`src/rtl/rv_pkg.sv`:
```
// Shared fetch-side definitions: machine width, canonical NOP and the
// instruction fetch unit state encoding.
package rv_pkg;

  localparam int XLEN = 32;

  // addi x0, x0, 0 -- payload carried by misaligned-fetch fault entries
  localparam logic [31:0] RV_NOP = 32'h0000_0013;

  typedef enum logic [1:0] {
    IFU_IDLE  = 2'd0,
    IFU_REQ   = 2'd1,
    IFU_DRAIN = 2'd2,
    IFU_HALT  = 2'd3
  } ifu_state_e;

  // Instruction fetch targets must be word aligned.
  function automatic logic misaligned(input logic [1:0] pc_lsbs);
    return pc_lsbs != 2'b00;
  endfunction

endpackage

```
`src/rtl/fetch_fifo.sv`:
```
// Prefetch FIFO between instruction memory and the decoder. The head entry
// is held in its own register so the consumer never sees a combinational
// path from the write side; a freshly written word becomes visible at the
// head one edge after it lands in storage.
module fetch_fifo #(
  parameter  int WIDTH = 65,
  parameter  int DEPTH = 4,
  localparam int AW    = $clog2(DEPTH),
  localparam int CW    = AW + 1
) (
  input  logic             sys_clk,
  input  logic             sys_rst,
  input  logic             push,
  input  logic             pop,
  input  logic             flush,
  input  logic [WIDTH-1:0] push_data,
  output logic [CW-1:0]    count,
  output logic             head_valid,
  output logic [WIDTH-1:0] head_data
);

  logic [WIDTH-1:0] mem_q [DEPTH];
  logic [AW-1:0]    wr_ptr_q, wr_ptr_d;
  logic [AW-1:0]    rd_ptr_q, rd_ptr_d;
  logic [CW-1:0]    count_q, count_d;
  logic             head_vld_q, head_vld_d;
  logic [WIDTH-1:0] head_data_q, head_data_d;
  logic             pop_ok;
  logic             push_ok;

  // Flush wins over everything; a pop only counts against a visible head.
  assign pop_ok  = pop & head_vld_q & ~flush;
  assign push_ok = push & ~flush & ((count_q != CW'(DEPTH)) | pop_ok);

  // Next pointers, occupancy and head register contents.
  always_comb begin
    wr_ptr_d    = wr_ptr_q;
    rd_ptr_d    = rd_ptr_q;
    count_d     = count_q;
    head_vld_d  = head_vld_q;
    head_data_d = head_data_q;
    if (flush) begin
      wr_ptr_d   = '0;
      rd_ptr_d   = '0;
      count_d    = '0;
      head_vld_d = 1'b0;
    end else begin
      if (push_ok) wr_ptr_d = wr_ptr_q + AW'(1);
      if (pop_ok)  rd_ptr_d = rd_ptr_q + AW'(1);
      count_d = count_q + CW'(push_ok) - CW'(pop_ok);
      // Head is refreshed from entries already in storage before this edge,
      // which gives the one-cycle head latency after a write.
      head_vld_d  = (count_q > CW'(pop_ok));
      head_data_d = mem_q[rd_ptr_q + AW'(pop_ok)];
    end
  end

  // Entry storage; contents need no reset because occupancy guards reads.
  always_ff @(posedge sys_clk) begin
    if (push_ok) mem_q[wr_ptr_q] <= push_data;
  end

  // Pointer, occupancy and head registers with synchronous active-low reset.
  always_ff @(posedge sys_clk) begin
    if (!sys_rst) begin
      wr_ptr_q    <= '0;
      rd_ptr_q    <= '0;
      count_q     <= '0;
      head_vld_q  <= 1'b0;
      head_data_q <= '0;
    end else begin
      wr_ptr_q    <= wr_ptr_d;
      rd_ptr_q    <= rd_ptr_d;
      count_q     <= count_d;
      head_vld_q  <= head_vld_d;
      head_data_q <= head_data_d;
    end
  end

  assign count      = count_q;
  assign head_valid = head_vld_q;
  assign head_data  = head_data_q;

endmodule

```
`src/rtl/inst_fetch_unit.sv`:
```
// Instruction fetch stage: owns the fetch PC, runs the single-outstanding
// req/ack read protocol to instruction memory, and queues returned words
// with their PCs for the control unit. Redirects flush the queue; a request
// already on the bus is allowed to finish and its data is discarded.
module inst_fetch_unit #(
  parameter int              XLEN       = 32,
  parameter logic [XLEN-1:0] RESET_PC   = '0,
  parameter int              FIFO_DEPTH = 4
) (
  input  logic            sys_clk,
  input  logic            sys_rst,
  output logic            imem_req,
  output logic [XLEN-1:0] imem_addr,
  input  logic            imem_ack,
  input  logic [XLEN-1:0] imem_rdata,
  input  logic            redir_valid,
  input  logic [XLEN-1:0] redir_pc,
  output logic            inst_valid,
  input  logic            inst_ready,
  output logic [XLEN-1:0] inst_data,
  output logic [XLEN-1:0] inst_pc,
  output logic            inst_fault
);

  import rv_pkg::*;

  localparam int CW = $clog2(FIFO_DEPTH) + 1;
  localparam int EW = 2 * XLEN + 1;

  ifu_state_e      state_q, state_d;
  logic [XLEN-1:0] fetch_pc_q, fetch_pc_d;
  logic            req_q, req_d;
  logic [XLEN-1:0] addr_q, addr_d;
  logic            fault_pend_q, fault_pend_d;

  logic            push;
  logic [EW-1:0]   push_data;
  logic            pop_fire;
  logic [CW-1:0]   fifo_count;
  logic [CW-1:0]   count_after_ack;
  logic            room_after_ack;
  logic [EW-1:0]   head_data;
  logic            redir_bad;

  assign pop_fire  = inst_valid & inst_ready;
  assign redir_bad = misaligned(redir_pc[1:0]);

  // Occupancy once the word being acknowledged is written; the outstanding
  // request already holds a reserved slot, so this never exceeds the depth.
  assign count_after_ack = fifo_count + CW'(1) - CW'(pop_fire);
  assign room_after_ack  = (count_after_ack < CW'(FIFO_DEPTH));

  // Fetch sequencing: redirect first, then per-state issue/ack handling.
  always_comb begin
    state_d      = state_q;
    fetch_pc_d   = fetch_pc_q;
    req_d        = req_q;
    addr_d       = addr_q;
    fault_pend_d = fault_pend_q;
    push         = 1'b0;
    push_data    = {imem_rdata, fetch_pc_q, 1'b0};
    if (redir_valid) begin
      fetch_pc_d   = redir_pc;
      fault_pend_d = redir_bad;
      if (req_q && !imem_ack) begin
        // Bus transaction still open: keep it alive, drop its data later.
        state_d = IFU_DRAIN;
      end else if (redir_bad) begin
        state_d = IFU_HALT;
        req_d   = 1'b0;
      end else begin
        state_d = IFU_REQ;
        req_d   = 1'b1;
        addr_d  = redir_pc;
      end
    end else begin
      case (state_q)
        IFU_IDLE: begin
          if (fifo_count < CW'(FIFO_DEPTH)) begin
            state_d = IFU_REQ;
            req_d   = 1'b1;
            addr_d  = fetch_pc_q;
          end
        end
        IFU_REQ: begin
          if (imem_ack) begin
            push       = 1'b1;
            fetch_pc_d = fetch_pc_q + XLEN'(4);
            if (room_after_ack) begin
              addr_d = fetch_pc_q + XLEN'(4);
            end else begin
              state_d = IFU_IDLE;
              req_d   = 1'b0;
            end
          end
        end
        IFU_DRAIN: begin
          if (imem_ack) begin
            if (fault_pend_q) begin
              state_d = IFU_HALT;
              req_d   = 1'b0;
            end else begin
              // Queue was flushed on redirect, so a slot is free.
              state_d = IFU_REQ;
              addr_d  = fetch_pc_q;
            end
          end
        end
        IFU_HALT: begin
          if (fault_pend_q) begin
            push         = 1'b1;
            push_data    = {XLEN'(RV_NOP), fetch_pc_q, 1'b1};
            fault_pend_d = 1'b0;
          end
        end
        default: begin
          state_d = IFU_IDLE;
          req_d   = 1'b0;
        end
      endcase
    end
  end

  // Fetch FSM and registered bus outputs.
  always_ff @(posedge sys_clk) begin
    if (!sys_rst) begin
      state_q      <= IFU_IDLE;
      fetch_pc_q   <= RESET_PC;
      req_q        <= 1'b0;
      addr_q       <= RESET_PC;
      fault_pend_q <= 1'b0;
    end else begin
      state_q      <= state_d;
      fetch_pc_q   <= fetch_pc_d;
      req_q        <= req_d;
      addr_q       <= addr_d;
      fault_pend_q <= fault_pend_d;
    end
  end

  fetch_fifo #(
    .WIDTH (EW),
    .DEPTH (FIFO_DEPTH)
  ) u_fifo (
    .sys_clk    (sys_clk),
    .sys_rst    (sys_rst),
    .push       (push),
    .pop        (pop_fire),
    .flush      (redir_valid),
    .push_data  (push_data),
    .count      (fifo_count),
    .head_valid (inst_valid),
    .head_data  (head_data)
  );

  assign imem_req   = req_q;
  assign imem_addr  = addr_q;
  assign inst_data  = head_data[EW-1 -: XLEN];
  assign inst_pc    = head_data[XLEN:1];
  assign inst_fault = head_data[0];

endmodule

```
`config.mk`:
```
export PLATFORM = sky130hd
export DESIGN_NAME = inst_fetch_unit
export DESIGN_NICKNAME = d
export VERILOG_FILES = /design/src/rtl/rv_pkg.sv /design/src/rtl/fetch_fifo.sv /design/src/rtl/inst_fetch_unit.sv
export SDC_FILE = /design/constraint.sdc
export NUM_CORES = 1
export LEC_CHECK = 0
export ABC_AREA = 1
export BUFFER_PORTS_ARGS = -buffer_cell sky130_fd_sc_hd__buf_2
export CORE_ASPECT_RATIO = 1.25
export CORE_MARGIN = 4
export CORE_UTILIZATION = 50
export DETAILED_ROUTE_END_ITERATION = 12
export PLACE_DENSITY_LB_ADDON = 0.1
export SETUP_SLACK_MARGIN = 0.4
export SYNTH_ARGS = -nofsm -noshare
export SYNTH_HDL_FRONTEND = slang
export SYNTH_SLANG_ARGS = --single-unit
```
`constraint.sdc`:
```
create_clock -name sys_clk -period 5.3 [get_ports sys_clk]
set_input_delay 0.265 -clock sys_clk [delete_from_list [all_inputs] [get_ports sys_clk]]
set_output_delay 0.265 -clock sys_clk [all_outputs]
set_load 0.02 [all_outputs]
```
==> qor.yml <==
status: "finished, final reports clean"
syn_area_mm2: 0.0171
gp_congestion: 0.833
firstDrtPassIters: 5
dieArea_mm2: 0.0372
cpPeakStageDelay_ns: 0.78
yosysUniqueCellTypes: 38
clk_pin_slew_ns: 0.06
dr_total_vias: 12455
ys_warn_count: 0
start_util: 0.508
powerDensity_mw_per_mm2: 385
wl_met2_mm: 20.0
cts_tree: "yes"
finalCriticalPeriod_ns: 3.18
synth-adder-area-share: 0.0121
num-nets-final: 1956
synthCells: 1740
cp-start-kind: "register"
register_area_mm2: 0.0106
grt_max_degree: 75
pre_cts_ws_ns: 1.78
ant_nets: 0
postLayoutCoreUtil: 0.580
synth_xor_area_frac: 0.00563
mostFrequentLayoutCells: "nand2_1 (389), edfxtp_1 (260), buf_2 (165)"
path_cells: "inv_1 > ha_1 > buf_4 > clkinv_1 > o22ai_1 > o221ai_1 > nor2_1 > inv_1 > nor2_4 > buf_4"
path_class: "reg2reg"
drt-initial-drc-count: 870
top_layer: "met4"
io_buffers: 167
holdBufCountCts: 0
clockRootBuffer: "clkbuf_16"
dp_hpwl_mm: 24.6
io_pins: 168
maxCapViolations: 0
die_w_um: 173
synth_seq_cells: 401
wirelength_mm: 40.8
synth_top_family_by_area: "simple AND/OR/NAND/NOR gates"
cp.arrival_ns: 3.34
ir_drop_v: 0.000229
timing.rr.start: "state_q[1]"
required_ns: 5.45
postCtsResizedCells: 0
placementRows: 75
ys_seq_area_frac: 0.622
cts_max_level: 2
max_freq_mhz: 314
fin_skew_ns: 0.0123
multiInputGateArea_mm2: 0.00554
hold_depth: 3
drc: 0
grt_pass1_wl_mm: 65.0
n_antenna_cell: 0
worstReg2RegEnd: "u_fifo.mem_q[3][38]"
cts_sinks: 401
slew_headroom: 0.197
core_mm2: 0.0337
post-route-period-util: 0.600
grt.total_usage: 0.215
finalWorstSetupSlack_ns: 2.12
synth_mux_area_frac: 0.0410
wl_per_cell_um: 17.5
grt_pass1_vias: 12276
antenna_found_initial: 0
rsz0062_at_grt: "false"
worstSkewPairLatency_ns: 0.54
synth_compound_area_frac: 0.0998
grt.overflow.total: 0
wl_met1_mm: 17.6
synth_ff_type: "edfxtp_1"
hold_viol_final: 0
synth-simple-area-share: 0.162
r2r_setup_slack_ns: 2.12
n_fill_cell: 2961
tightest_slew_ns: 1.20
postCtsSetupBuffers: 0
cp_slowest_cell: "buf_4"
setup_viol: 0
area_growth_pct: 14.3
cts_buffer_depth: 3
async_reset_ff_frac: 0
p_leak_nw: 7.70
r2r_cells: 10
layout_commonest_cell: "nand2_1"
hp-start: "redir_pc[3]"
cts_buffers: 41
die_y_um: 215
synth.area.top_cells: "edfxtp_1 (46%), dfxtp_1 (17%), nand2_1 (8.5%)"
critPathMaxFanout: 65
slew_violations: 0
synth_top_cell_by_area: "edfxtp_1"
cp-end-kind: "register"
yosysTopAreaCellShare: 0.457
setup-tns-final_ns: 0
hold_path_class: "in2reg"
synthesis.nets: 1825
holdPathEnd: "fetch_pc_q[3]"
synth_edf_count: 260
syn_avg_cell_area_um2: 9.83
met3WireLength_mm: 2.07
viasPerCell: 5.35
layout-drive-gt1-share: 0.152
-- how the worst max path moves through the flow --
stage | start | to | cells past startpoint
final | state_q[1] | u_fifo.mem_q[3][38] | 10
after global placement | sys_rst | u_fifo.head_valid | 6
after global routing | state_q[1] | u_fifo.mem_q[3][28] | 10
after floorplan | state_q[1] | u_fifo.mem_q[0][0] | 9
after CTS | state_q[1] | u_fifo.mem_q[3][32] | 10
after detailed placement | sys_rst | u_fifo.head_valid | 6
-- metrics by stage --
step	instance area, um2	total power, mW	cells	hold slack (ns)
after floorplan	17100	4.48	1740	0.449
after global placement	18300	4.79	2251	0.459
after detailed placement	18300	4.82	2251	0.465
after CTS	19500	7.60	2326	0.0142
after global routing	19500	7.88	2326	0.0282
final	19500	7.52	2326	0.0361
-- metal layers --
metal  global-route usage  vias to the layer above
met2                0.377                      332
met4               0.0692                        0
met1                0.275                     5922
met5                    0                        -
met3               0.0304                       73
li1                     -                     6128
-- worst max-delay path, delay by kind of cell (launching register included) --
kind / cells / cell delay [ns]
simple gates: 2 / 0.35
buf+inv: 5 / 1.56
fa+ha+maj: 1 / 0.15
flops: 1 / 0.34
compound gates: 2 / 0.33
-- logic make-up (layout without fill, tap and decap cells) --
logic type / after synthesis / in the layout
simple gates: 685 / 685
buf+inv: 244 / 407
compound gates: 317 / 317
fa+ha+maj: 16 / 16
xor+xnor: 11 / 11
mux: 66 / 66
flops: 401 / 401
-- cell usage after synthesis (3+ instances only) --
library cell / instances
a21o_1: 33
a21oi_1: 108
a31oi_1: 12
buf_1: 12
buf_2: 23
buf_6: 4
clkbuf_1: 56
dfxtp_1: 141
edfxtp_1: 260
ha_1: 15
inv_1: 142
inv_2: 3
mux2_2: 33
mux2i_1: 33
nand2_1: 389
nand3_1: 133
nor2_1: 148
nor2_2: 3
o211ai_1: 3
o21ai_0: 149
o21ai_1: 6
or2_2: 5
xnor2_1: 4
xor2_1: 7
-- layout make-up --
type / instances / share of cell area
Sequential cell: 401 / 0.544
Multi-Input combinational cell: 1095 / 0.284
Clock buffer: 64 / 0.0601
Timing Repair Buffer: 186 / 0.0516
Inverter: 146 / 0.0282
Tap cell: 423 / 0.0271
Clock inverter: 11 / 0.00544
-- power by group --
group	internal (mW)	total [mW]	switching (mW)
Sequential	3.54	3.71	0.168
Combinational	0.341	1.04	0.702
Clock	1.62	2.77	1.15
-- flip-flops by register name, summed over array words and instances, names as in the netlist, 2 cells and up --
| register | cells |
|---|---|
| fetch_pc_q | 32 |
| u_fifo.wr_ptr_q | 2 |
| u_fifo.count | 3 |
| state_q | 2 |
| imem_addr | 32 |
| u_fifo.head_data | 65 |
| u_fifo.rd_ptr_q | 2 |
| u_fifo.mem_q | 260 |
Power figures use the tool's default switching activity.
